### config.mk
export PLATFORM = sky130hd
export DESIGN_NAME = id_ex_pipe_reg
export DESIGN_NICKNAME = d
export VERILOG_FILES = /design/src/rtl/id_ex_pipe_reg.sv
export SDC_FILE = /design/constraint.sdc
export NUM_CORES = 1
export LEC_CHECK = 0
export ABC_CLOCK_PERIOD_IN_PS = 2620
export CORE_ASPECT_RATIO = 2
export CORE_MARGIN = 3
export CORE_UTILIZATION = 50
export DETAILED_ROUTE_END_ITERATION = 16
export PLACE_DENSITY = 0.86
export SYNTH_ARGS = -nofsm -noshare
export SYNTH_HDL_FRONTEND = slang
export SYNTH_SLANG_ARGS = --single-unit
export TNS_END_PERCENT = 50
### constraint.sdc
create_clock -name clk -period 2.62 [get_ports clk]
set_clock_uncertainty 0.05 [all_clocks]
set_input_delay 0.524 -clock clk [delete_from_list [all_inputs] [get_ports clk]]
set_output_delay 0.524 -clock clk [all_outputs]
set_load 0.05 [all_outputs]
### src/rtl/id_ex_pipe_reg.sv
// ID/EX stage register: valid/ready flow control, optional skid entry,
// flush squash with zeroed control on bubbles, saturating event counters.
module id_ex_pipe_reg #(
    parameter int DATA_W = 133,
    parameter int CTRL_W = 12,
    parameter int SKID   = 1,
    parameter int CNT_W  = 16
) (
    input  logic              clk,
    input  logic              rst_n,
    input  logic              in_valid,
    output logic              in_ready,
    input  logic [DATA_W-1:0] in_data,
    input  logic [CTRL_W-1:0] in_ctrl,
    output logic              out_valid,
    input  logic              out_ready,
    output logic [DATA_W-1:0] out_data,
    output logic [CTRL_W-1:0] out_ctrl,
    input  logic              flush,
    output logic [CNT_W-1:0]  stall_cnt,
    output logic [CNT_W-1:0]  flush_cnt
);

    typedef enum logic [1:0] {
        EMPTY = 2'd0,
        ONE   = 2'd1,
        FULL  = 2'd2
    } state_t;

    localparam logic [CNT_W-1:0] CNT_ONE = CNT_W'(1);

    state_t state;
    state_t state_nxt;

    logic [DATA_W-1:0] main_data;
    logic [CTRL_W-1:0] main_ctrl;
    logic [DATA_W-1:0] skid_data;
    logic [CTRL_W-1:0] skid_ctrl;

    logic in_acc;
    logic ld_main_in;
    logic ld_main_skid;
    logic ld_skid;
    logic stall_ev;
    logic flush_ev;

    assign out_valid = (state != EMPTY);
    assign out_data  = main_data;
    assign out_ctrl  = main_ctrl;
    assign in_acc    = in_valid && in_ready;
    assign stall_ev  = out_valid && !out_ready;
    assign flush_ev  = flush && (out_valid || in_valid);

    always_comb begin
        state_nxt    = state;
        ld_main_in   = 1'b0;
        ld_main_skid = 1'b0;
        ld_skid      = 1'b0;
        unique case (state)
            EMPTY: begin
                if (in_acc) begin
                    state_nxt  = ONE;
                    ld_main_in = 1'b1;
                end
            end
            ONE: begin
                if (in_acc && out_ready) begin
                    ld_main_in = 1'b1;
                end else if (in_acc) begin
                    state_nxt = FULL;
                    ld_skid   = 1'b1;
                end else if (out_ready) begin
                    state_nxt = EMPTY;
                end
            end
            FULL: begin
                if (out_ready) begin
                    state_nxt    = ONE;
                    ld_main_skid = 1'b1;
                end
            end
            default: state_nxt = EMPTY;
        endcase
        // A flush kills held entries and drops any beat taken this cycle
        if (flush) begin
            state_nxt    = EMPTY;
            ld_main_in   = 1'b0;
            ld_main_skid = 1'b0;
            ld_skid      = 1'b0;
        end
    end

    always_ff @(posedge clk or negedge rst_n) begin
        if (!rst_n) begin
            state     <= EMPTY;
            main_data <= '0;
            main_ctrl <= '0;
            skid_data <= '0;
            skid_ctrl <= '0;
        end else begin
            state <= state_nxt;
            if (ld_main_in) begin
                main_data <= in_data;
            end else if (ld_main_skid) begin
                main_data <= skid_data;
            end
            if (state_nxt == EMPTY) begin
                main_ctrl <= '0;
            end else if (ld_main_in) begin
                main_ctrl <= in_ctrl;
            end else if (ld_main_skid) begin
                main_ctrl <= skid_ctrl;
            end
            if (ld_skid) begin
                skid_data <= in_data;
                skid_ctrl <= in_ctrl;
            end
        end
    end

    generate
        if (SKID != 0) begin : g_skid
            logic rdy_q;
            always_ff @(posedge clk or negedge rst_n) begin
                if (!rst_n) begin
                    rdy_q <= 1'b1;
                end else begin
                    rdy_q <= (state_nxt != FULL);
                end
            end
            assign in_ready = rdy_q;
        end else begin : g_noskid
            assign in_ready = !out_valid || out_ready;
        end
    endgenerate

    always_ff @(posedge clk or negedge rst_n) begin
        if (!rst_n) begin
            stall_cnt <= '0;
            flush_cnt <= '0;
        end else begin
            if (stall_ev && (stall_cnt != '1)) begin
                stall_cnt <= stall_cnt + CNT_ONE;
            end
            if (flush_ev && (flush_cnt != '1)) begin
                flush_cnt <= flush_cnt + CNT_ONE;
            end
        end
    end

endmodule

Word-level counts from Yosys, hierarchy flattened. Index checks and enable logic that the tools add are counted.

Flip-flop bits (word level): 325. Latch bits: 0. RAM bits: 0. ROM bits: 0. Bits of input ports: 150. Output and inout port bits: 179. Logic and storage cells: 50. Memories kept: 0.

Add/sub/neg operators: 2. $mul: 0. Divide/modulo/power cells: 0. Order comparisons: 0. Equality and inequality tests: 5. Shifts and indexed selects: 0. Muxes and demuxes: 22. Bitwise logic cells: 0. Reduce and logical (&&, ||, !) cells: 13.

Operator list (number): 2-to-1 mux 133 bit (2); 2-to-1 mux 12 bit (3); adder 16 x 1 -> 16 bit (second input constant) (2); inequality test 16 bit (second input constant) (2); 2-to-1 mux 2 bit (6); 2-to-1 mux 1 bit (9); logical AND 1 bit (6); one-hot mux 2 bit (3 select lines) (1); logical NOT 2 bit (2); nonzero test 2 bit (2); nonzero test 3 bit (1); equality test 2 x 1 -> 1 bit (second input constant) (1); equality test 2 bit (second input constant) (1); inequality test 2 bit (second input constant) (1); one-hot mux 1 bit (2 select lines) (1); logical NOT 1 bit (1); logical OR 1 bit (1).

Logic depth before layout (Yosys ltp).
Word-level depth: 7. Gate-level depth with buffers: 7. Mapped depth without buffers: 6.

Least setup slack after synthesis. No wires, ideal clock.

Kind: flip-flop to flip-flop. Start: register flush_cnt[0]. End: register flush_cnt[15]. Library setup time: 0.141 ns. Arrival time: 1.995 ns. Data required time: 2.429 ns. Path slack: 0.434 ns. Cell stages (with the launch flop): 7. Buffers on the path: 0. Period minus slack after synthesis: 2.186 ns. Cell sequence: dfrtp_1 ha_1 nand3_1 nor3_1 or4_1 or3_1 xnor2_1.

Cells in the longest elaborated chain, start to end: 2. Elaborated cells between the ends (all ways): 3. Classes of those cells: 1 x add/sub; 1 x eq/ne; 1 x reduce/logical.

RTL lines: start: declaration (RTL line 21) `output logic [CNT_W-1:0] flush_cnt`; start signal: assignment (RTL line 146) `flush_cnt <= flush_cnt + CNT_ONE;`; branches (longest 2 deep; another with adder 16 x 1 -> 16 bit).

Parallel ways; which one is timed is not known. A chain may end at the register's enable or synchronous reset.

Worst setup path after layout.
Start: register g_skid.rdy_q (netlist: in_ready). End: output in_ready.

RTL lines: start: declaration (RTL line 123) `logic rdy_q;`; start signal: assignment (RTL line 128) `rdy_q <= (state_nxt != FULL);`; end: declaration (RTL line 12) `output logic in_ready,`.

No word-level cell between the ends.

==> impl_metrics.json <==
{
  "die_area_sq_mm": 0.0305,
  "io_buffer_count": 328,
  "hp-class": "in -> reg",
  "p_int_w": 0.0115,
  "arrival_ps": 1950,
  "die_h_microns": 244,
  "period_share_pct": 96.5,
  "globalRouteMet2Util_pct": 45.2,
  "synth_edf_count": 0,
  "netlist_area_sq_mm": 0.0142,
  "antenna_found_initial": 3,
  "drv_cap": 0,
  "slowest_stage": "clkdlybuf4s50_1",
  "rsz0062_at_grt": "false",
  "path_cells": "clkdlybuf4s50_1",
  "vias": 9880,
  "grt_max_degree": 78,
  "core_area_sq_mm": 0.0278,
  "viasPerCell": 5.94,
  "p_leak_nw": 8.08,
  "setup.worst_path.class": "reg -> out",
  "num_rows": 86,
  "cts-buffers-inserted": 29,
  "die_x_microns": 125,
  "drtPass1Iterations": 5,
  "yosysUniqueCellTypes": 44,
  "fillers": 1905,
  "power_w": 0.0172,
  "synthToLayoutAreaGrowth_pct": 32.7,
  "setup.worst_path.end_class": "primary output",
  "fin_util_pct": 67.8,
  "seqPwrFrac_pct": 41.2,
  "cp_data_required_time_ps": 2050,
  "gr-usage-met1_pct": 27.6,
  "synth_nets": 1124,
  "p_sw_w": 0.00569,
  "cts-htree-levels": 1,
  "fmax_ghz": 0.396,
  "synth-seq-cells": 325,
  "nets": 1436,
  "status": "finished, final reports clean",
  "dp.final_hpwl_mm": 25.9,
  "clkPwrFrac_pct": 27.5,
  "met3_usage_pct": 3.85,
  "tightest_slew_ps": 1020,
  "grt_pass1_wl_mm": 60.9,
  "grt.busiest_layer": "met2",
  "detail_route.wl_per_cell_microns": 23.5,
  "io_pins": 329,
  "grt_overflow": 0,
  "clk_path_buf_depth": 3,
  "drtIter0Drc": 725,
  "clock_latency_ps": 560,
  "async_reset_ff_share_pct": 100,
  "finalSetupViolCount": 0,
  "gp_congestion": 0.804,
  "drive_above_1_share_pct": 18.4,
  "ir_worst_vdd_v": 0.000894,
  "start_kind": "flop",
  "syn-instance-count": 972,
  "initial_core_util_pct": 51.1,
  "post_cts_buffers": 0,
  "routed_wl_mm": 39.0,
  "power_density_mw_per_mm2": 916,
  "grt_pass1_vias": 10800,
  "clkTransAtPathRegs_ps": 70,
  "maxSlewHeadroom_pct": 31.9,
  "cts_sinks": 325,
  "ys_seq_area_share_pct": 57.4,
  "setup-tns-final_ps": 0,
  "path_max_fanout": 4,
  "yosys_warnings": 0,
  "whs_ps": 201,
  "fin_crit_ps": 2530,
  "cts_tree": "done",
  "path_buf_inv": 1,
  "route.detailed.drc": 0,
  "cp_slowest_stage_delay_ps": 830,
  "slew_viol_final": 0,
  "crit_family": "buffers and inverters",
  "grt_usage_pct": 24.7,
  "syn_avg_cell_area_sq_um": 14.6,
  "cts_root_buffer": "clkbuf_16",
  "p_comb_share_pct": 31.3,
  "sw_frac_of_total_pct": 33.0,
  "ant_nets": 0,
  "hold_violations": 0,
  "synthFlopType": "dfrtp_1"
}
[layer usage]
layer | share of wire (%) | up-vias
met2 | 55 | 367
met3 | 4.7 | 113
met5 | 0 | -
li1 | - | 4322
met1 | 35 | 5078
met4 | 5.4 | 0
[Yosys cell counts (3+ instances only)]
master    count  share of area, %
buf_2        16              0.56
nor2_1       12              0.32
nand3_1       6              0.21
a211oi_1     12              0.64
mux2_2        8              0.64
buf_1        12              0.32
clkbuf_1     36              0.95
inv_1        18              0.48
xor2_1        5              0.31
nand2_1      14              0.37
dfrtp_1     324                57
nand4_1      17              0.75
a21oi_1       3              0.11
nor4_1        3              0.13
xnor2_1      23               1.4
mux2_4      139                15
buf_12       14               2.0
o22a_1      267                16
o22ai_1      12              0.53
[cell usage in the layout, fill, tap and decap left out, types with 2 or more instances in the layout]
cell,count
a211oi_1,12
nand2_4,2
clkinvlp_4,4
nand4_1,17
clkbuf_8,3
a21oi_1,3
or2_2,2
buf_12,11
diode_2,3
nand2_1,12
o21bai_1,2
xnor2_1,23
bufinv_16,7
xor2_1,5
o22a_1,267
ha_1,2
dfrtp_1,324
clkbuf_1,4
or3_1,2
inv_1,18
nor3_1,2
and3_1,2
nor2_1,12
clkdlybuf4s50_1,325
buf_4,23
mux2_4,139
clkbuf_16,29
nand3_1,6
mux2_2,8
clkinv_2,5
o22ai_1,12
nor4_1,3
[power groups by stage]
stage	sequential (W)	clock (W)	combinational [W]
after floorplan	0.00863	0	0.00189
after global placement	0.00706	0	0.00526
after detailed placement	0.00709	0	0.00542
after CTS	0.00707	0.00484	0.00543
after global routing	0.00721	0.00503	0.00562
final	0.00710	0.00474	0.00540
[worst paths after layout]
| path | from | slack [ps] | cells after the start | endpoint |
|---|---|---|---|---|
| max | in_ready | 90 | 1 | in_ready |
| min | flush | 200 | 2 | state[0] |
| max reg2reg | in_ready | 490 | 4 | skid_data[38] |
| min reg2reg | out_data[82] | 450 | 1 | out_data[82] |
| max in group asynchronous | rst_n | 1230 | 3 | out_data[12] |
| min in group asynchronous | rst_n | 520 | 2 | flush_cnt[2] |
[sequential cells by signal, indices dropped and copies added (netlist names)]
| register | cells |
|---|---|
| state | 2 |
| out_data | 133 |
| in_ready | 1 |
| skid_ctrl | 12 |
| flush_cnt | 16 |
| stall_cnt | 16 |
| skid_data | 133 |
| out_ctrl | 12 |
[final cells by class]
cell class              instances  area (sq um)  share of cell area, %
clock buffers                  36           782                   4.15
flip-flops and latches        325          8130                   43.2
clock inverters                18           283                   1.50
diodes                          3          7.51                 0.0399
multi-input cells             548          5430                   28.8
repair buffers                362          3680                   19.5
inverters                      18          67.6                  0.359
well taps                     352           440                   2.34
[per-stage QoR]
step | setup slack (ps) | instance area, sq um | cells
3_5_place_dp | 94.6 | 17700 | 1604
5_1_grt | 41.3 | 18800 | 1662
4_1_cts | 63.7 | 18800 | 1659
2_1_floorplan | 434 | 14200 | 972
6_report | 92.3 | 18800 | 1662
3_3_place_gp | 83.5 | 17700 | 1604
[kinds of logic (layout without fill, tap and decap cells)]
kind of cell    count (synthesis)  count (layout)  share of synthesized area, %
simple gates                   65              65                          2.39
flops                         325             325                          57.4
xor+xnor                       28              28                          1.73
buf+inv                        99             434                          4.51
other cells                     0               3                             0
mux                           147             147                          15.4
compound gates                306             306                          18.5
fa+ha+maj                       2               2                         0.176
[what timing repair did]
action	CTS	global route
endpoints found under the setup margin	1	0
resized for setup	1	0
hold buffers	1	0
hold endpoints to repair	66	0
No activity file was read; power rests on OpenSTA's default activity.
